### config.mk
export PLATFORM = sky130hd
export DESIGN_NAME = val2_shift_sequencer
export DESIGN_NICKNAME = d
export VERILOG_FILES = /design/src/rtl/val2_shift_sequencer.sv
export SDC_FILE = /design/constraint.sdc
export NUM_CORES = 1
export LEC_CHECK = 0
export ABC_CLOCK_PERIOD_IN_PS = 8500
export BUFFER_PORTS_ARGS = -buffer_cell sky130_fd_sc_hd__buf_2
export CAP_MARGIN = 10
export CELL_PAD_IN_SITES_DETAIL_PLACEMENT = 1
export CELL_PAD_IN_SITES_GLOBAL_PLACEMENT = 1
export CORE_UTILIZATION = 45
export CTS_CLUSTER_DIAMETER = 40
export DETAILED_ROUTE_END_ITERATION = 10
export GPL_ROUTABILITY_DRIVEN = 1
export GPL_TIMING_DRIVEN = 1
export PLACE_DENSITY = 0.83
export SLEW_MARGIN = 20
export SYNTH_ARGS = -nofsm -noshare
export SYNTH_HDL_FRONTEND = slang
export SYNTH_SLANG_ARGS = --single-unit
export TNS_END_PERCENT = 100
### constraint.sdc
create_clock -name clk -period 8.5 [get_ports clk]
set_input_delay 0.85 -clock clk [delete_from_list [all_inputs] [get_ports clk]]
set_output_delay 0.85 -clock clk [all_outputs]
set_load 0.01 [all_outputs]
### src/rtl/val2_shift_sequencer.sv
// rtl/val2_shift_sequencer.sv - multi-cycle ARM Val2 generator using an SPC-bit-per-cycle shifter
module val2_shift_sequencer #(
  parameter int SPC = 4
) (
  input  logic        clk,
  input  logic        rst,
  input  logic        req_valid,
  output logic        req_ready,
  input  logic [11:0] shifter_operand,
  input  logic        I,
  input  logic        mem_en,
  input  logic [31:0] val_Rm,
  input  logic        flush,
  input  logic        out_ready,
  output logic        out_valid,
  output logic [31:0] out,
  output logic        busy
);

  typedef enum logic [1:0] {IDLE, SHIFT, DONE} state_t;

  localparam logic [4:0] SPC_W = 5'(SPC);

  state_t      state;
  logic [31:0] data;
  logic [4:0]  remaining;
  logic [1:0]  shift_type;

  logic        accept;
  logic [31:0] cap_data;
  logic [4:0]  cap_amount;
  logic [1:0]  cap_type;
  logic [4:0]  step;
  logic [5:0]  ror_back;
  logic [31:0] stepped;

  assign req_ready = ~flush & ((state == IDLE) | ((state == DONE) & out_ready));
  assign accept    = req_valid & req_ready;
  assign busy      = (state != IDLE);

  // Operand decode; mem_en overrides I, which overrides the register shift.
  always_comb begin
    cap_data   = val_Rm;
    cap_amount = shifter_operand[11:7];
    cap_type   = shifter_operand[6:5];
    if (mem_en) begin
      cap_data   = {20'd0, shifter_operand};
      cap_amount = 5'd0;
      cap_type   = 2'b00;
    end else if (I) begin
      cap_data   = {24'd0, shifter_operand[7:0]};
      cap_amount = {shifter_operand[11:8], 1'b0};
      cap_type   = 2'b11;
    end
  end

  always_comb begin
    step     = (remaining < SPC_W) ? remaining : SPC_W;
    ror_back = 6'd32 - {1'b0, step};
    stepped  = data;
    case (shift_type)
      2'b00: stepped = data << step;
      2'b01: stepped = data >> step;
      2'b10: stepped = $signed(data) >>> step;
      2'b11: stepped = (data >> step) | (data << ror_back);
      default: stepped = data;
    endcase
  end

  always_ff @(posedge clk or negedge rst) begin
    if (!rst) begin
      state      <= IDLE;
      data       <= 32'd0;
      remaining  <= 5'd0;
      shift_type <= 2'b00;
      out        <= 32'd0;
      out_valid  <= 1'b0;
    end else if (flush) begin
      state     <= IDLE;
      out_valid <= 1'b0;
    end else if (accept) begin
      data       <= cap_data;
      remaining  <= cap_amount;
      shift_type <= cap_type;
      if (cap_amount == 5'd0) begin
        out       <= cap_data;
        out_valid <= 1'b1;
        state     <= DONE;
      end else begin
        out_valid <= 1'b0;
        state     <= SHIFT;
      end
    end else begin
      case (state)
        SHIFT: begin
          data      <= stepped;
          remaining <= remaining - step;
          // Final step writes the result straight into out so DONE needs no extra cycle.
          if (remaining == step) begin
            out       <= stepped;
            out_valid <= 1'b1;
            state     <= DONE;
          end
        end
        DONE: begin
          if (out_ready) begin
            out_valid <= 1'b0;
            state     <= IDLE;
          end
        end
        default: state <= IDLE;
      endcase
    end
  end

endmodule
==> metrics.txt <==
CTS tree done; DR WL/cell slightly below 30 um; # fillers approximately 1800; Starting Density about 46%; 1st-iter DRT viols about 1000; CTS buffer count 9; # diodes 0; final setup TNS 0 ns; status completed; placed insts a little over 1000; syn_area_per_cell 8.27 sq um; synthesis-to-finish area growth 10.5%; RSZ-0062 raised after global routing no; max-cap violation count 0; Leak approximately 3.1 nW; Die Span Y between 100 and 150 um; Max IR drop VDD approximately 0.14 mV; R2R Setup Slk slightly above 4 ns; largest net degree at the start of global routing 75; CP Launch Type flop; Final HPWL DP about 21000 um; reg2reg path depth 11; Pre-antenna DRT Iters 5; Hold Buf Count CTS 0; Worst-Margin Slew between 1 and 1.5 ns; count of final setup violators 0; simple logic cell fraction of the synthesized area between 10% and 20%; xor/xnor share of the synthesized area 0.360%; Post-synth ARST share 100%; Top FF cell, synth dfrtp_1; Worst-path clk slew about 0.07 ns; Post-synth EDFFs 0; relative slew slack approximately 22%; initial antenna violation count 1; main combinational cell family by area after synthesis compound AO/OA/AOI/OAI gates; Yosys cell types 77; multi-input logic area between 4000 and 5000 sq um; GRT Overall Usage 39.6%; vias post-DR around 7700; drt total wl just over 30000 um; # clock sinks between 70 and 80; R2R Path End out[24]; Final period util between 50% and 60%; Yosys reg bits 74; worst hold-check path type in2async; dpl cell area ~7300 sq um; # DRC 0; critical path class reg2reg; Slew Viols, Final 0; Layout Skew 0.00836 ns; antenna-violating nets left 0; Worst Path Required 8.77 ns; fraction of final layout cells sized beyond drive strength 1 a little over a fifth; Root Buffer clkbuf_16; I/O Pins 86; Mapped Nets roughly 900; first-pass GRT wire length 47600 um; mux share of post-synthesis cell area 20.4%; Min Clock Period, post-route around 4.5 ns; r2r startpoint remaining[1]; PD cells between 300 and 400 nW/um^2; Die ar. between 15000 and 20000 sq um; compound-gate portion of the synthesized area 26.6%; crit end category flop; Die Wd roughly 130 um; Post-CTS Setup Repair Bufs 0; worst path arrival time 4.73 ns; post-CTS resize count 0; storage element area ~1900 sq um; GP Congestion slightly below 1; Final #Nets 912; final hold vios 0; final instance area 7680 sq um; Mapped Cells between 800 and 900; post-synthesis sequential area ratio between 20% and 30%; vias per cell around 7.3; FMAX between 200 and 250 MHz; CTS H-tree lvls 3; adder-cell share of the synthesized area 1.08%; I/O Buffers 85; vias in the first global route around 7700; clock tree buffer depth 2; area of the core 15100 sq um; worst skew pair latency roughly 0.36 ns; CP Max Fanout 49; Final Non-Filler Cells between 1000 and 1500; GR Overflow Total 0; FP Rows 45; count of warnings emitted by yosys 0; cell area after synthesis 6950 sq um
==> metal layers <==
metal	routed length, um	global-route usage, %	up-vias
met2	13400	57.7	548
met1	12700	55.3	3820
li1	-	-	3187
met3	3590	9.81	95
met4	1250	18.1	2
met5	12	0	-
==> cell families after synthesis <==
kind of cell,Yosys count
AOI/OAI and AO/OA,272
xor gates and xnor gates,2
adders and majority gates,6
buffers and inverters,113
DFF,74
muxes,102
other,2
and+or+nand+nor,269
==> worst max-delay path by stage <==
stage,startpoint,endpoint,slack (ns)
floorplan,remaining[4],out[26],5.03
global placement,remaining[1],out[24],4.27
detailed placement,remaining[1],out[24],4.16
CTS,remaining[1],out[24],4.10
global route,remaining[1],out[24],3.90
finish,remaining[1],out[24],4.04
==> placed cells by master, fill, tap and decap left out, types with 9 or more instances in the layout <==
cell	n
nand3_1	25
dfrtp_1	74
nand2_1	116
nor3_1	14
mux2i_1	56
mux4_2	30
a21oi_1	65
o211ai_1	12
buf_2	84
o21ai_0	47
mux2_2	15
a211oi_1	11
nor2_1	61
buf_4	18
a31oi_1	16
clkbuf_16	9
inv_1	11
a221oi_1	13
a32oi_1	9
a22oi_1	12
==> cell type report <==
class                           instances  area share [%]
Sequential cell                        74            24.1
Tap cell                              188            3.06
Timing Repair Buffer                  103            7.59
Inverter                               14           0.684
Clock inverter                          7            1.08
Multi-Input combinational cell        653            60.5
Clock buffer                            9            2.93
==> synthesized netlist by cell type (4+ instances only) <==
master / count / area (sq um)
nand2_1: 116 / 435
dfrtp_1: 74 / 1850
clkbuf_1: 70 / 263
a21oi_1: 66 / 330
nor2_1: 63 / 236
mux2i_1: 56 / 561
o21ai_0: 47 / 235
mux4_2: 30 / 676
nand3_1: 26 / 130
a31oi_1: 16 / 100
nor3_1: 16 / 80.1
mux2_2: 15 / 169
a221oi_1: 13 / 114
buf_1: 13 / 48.8
a22oi_1: 12 / 90.1
o211ai_1: 12 / 90.1
a211oi_1: 11 / 82.6
inv_1: 11 / 41.3
buf_2: 10 / 50.1
a32oi_1: 9 / 78.8
and3_1: 8 / 50.1
o221ai_1: 8 / 70.1
o22ai_1: 8 / 50.1
o31ai_1: 8 / 60.1
a21o_1: 7 / 52.6
a221o_1: 6 / 60.1
ha_1: 6 / 75.1
nand2b_1: 6 / 37.5
nor2b_1: 6 / 37.5
o32ai_1: 5 / 43.8
or3_1: 5 / 31.3
a211o_1: 4 / 35.0
a311oi_1: 4 / 35.0
a31o_2: 4 / 35.0
o22a_1: 4 / 35.0
==> flip-flops by register name, indices dropped and copies added, names as in the netlist <==
| signal | flops |
|---|---|
| data | 32 |
| out | 32 |
| remaining | 5 |
| shift_type | 2 |
| state | 2 |
| out_valid | 1 |
==> critical path, stage by stage, from the launching register on <==
cell and delay, ns:
dfrtp_1 0.36, buf_4 0.31, nor4b_2 0.26, buf_4 0.21, inv_2 0.19, ha_1 0.50, or4b_1 0.65, nor3_2 0.90
a21oi_1 0.14, a31oi_1 0.52, a22oi_1 0.13, o21ai_0 0.18
==> per-stage QoR <==
step / hold slack [ns] / utilization (%) / setup WS (ns) / power, mW
floorplan: 0.507 / - / 5.03 / 1.49
CTS: 0.488 / 50.5 / 4.10 / 2.40
global route: 0.406 / 50.7 / 3.90 / 2.55
detailed placement: 0.471 / 48.4 / 4.16 / 1.97
finish: 0.389 / 50.7 / 4.04 / 2.45
global placement: 0.456 / 48.4 / 4.27 / 1.93
==> report_power, final <==
part | switching, mW | internal (mW) | total [mW]
sequential | 0.261 | 0.472 | 0.733
combinational | 0.792 | 0.514 | 1.31
clock | 0.182 | 0.233 | 0.415
total | 1.23 | 1.22 | 2.45
Note: power is estimated with default switching activity, not from simulation.
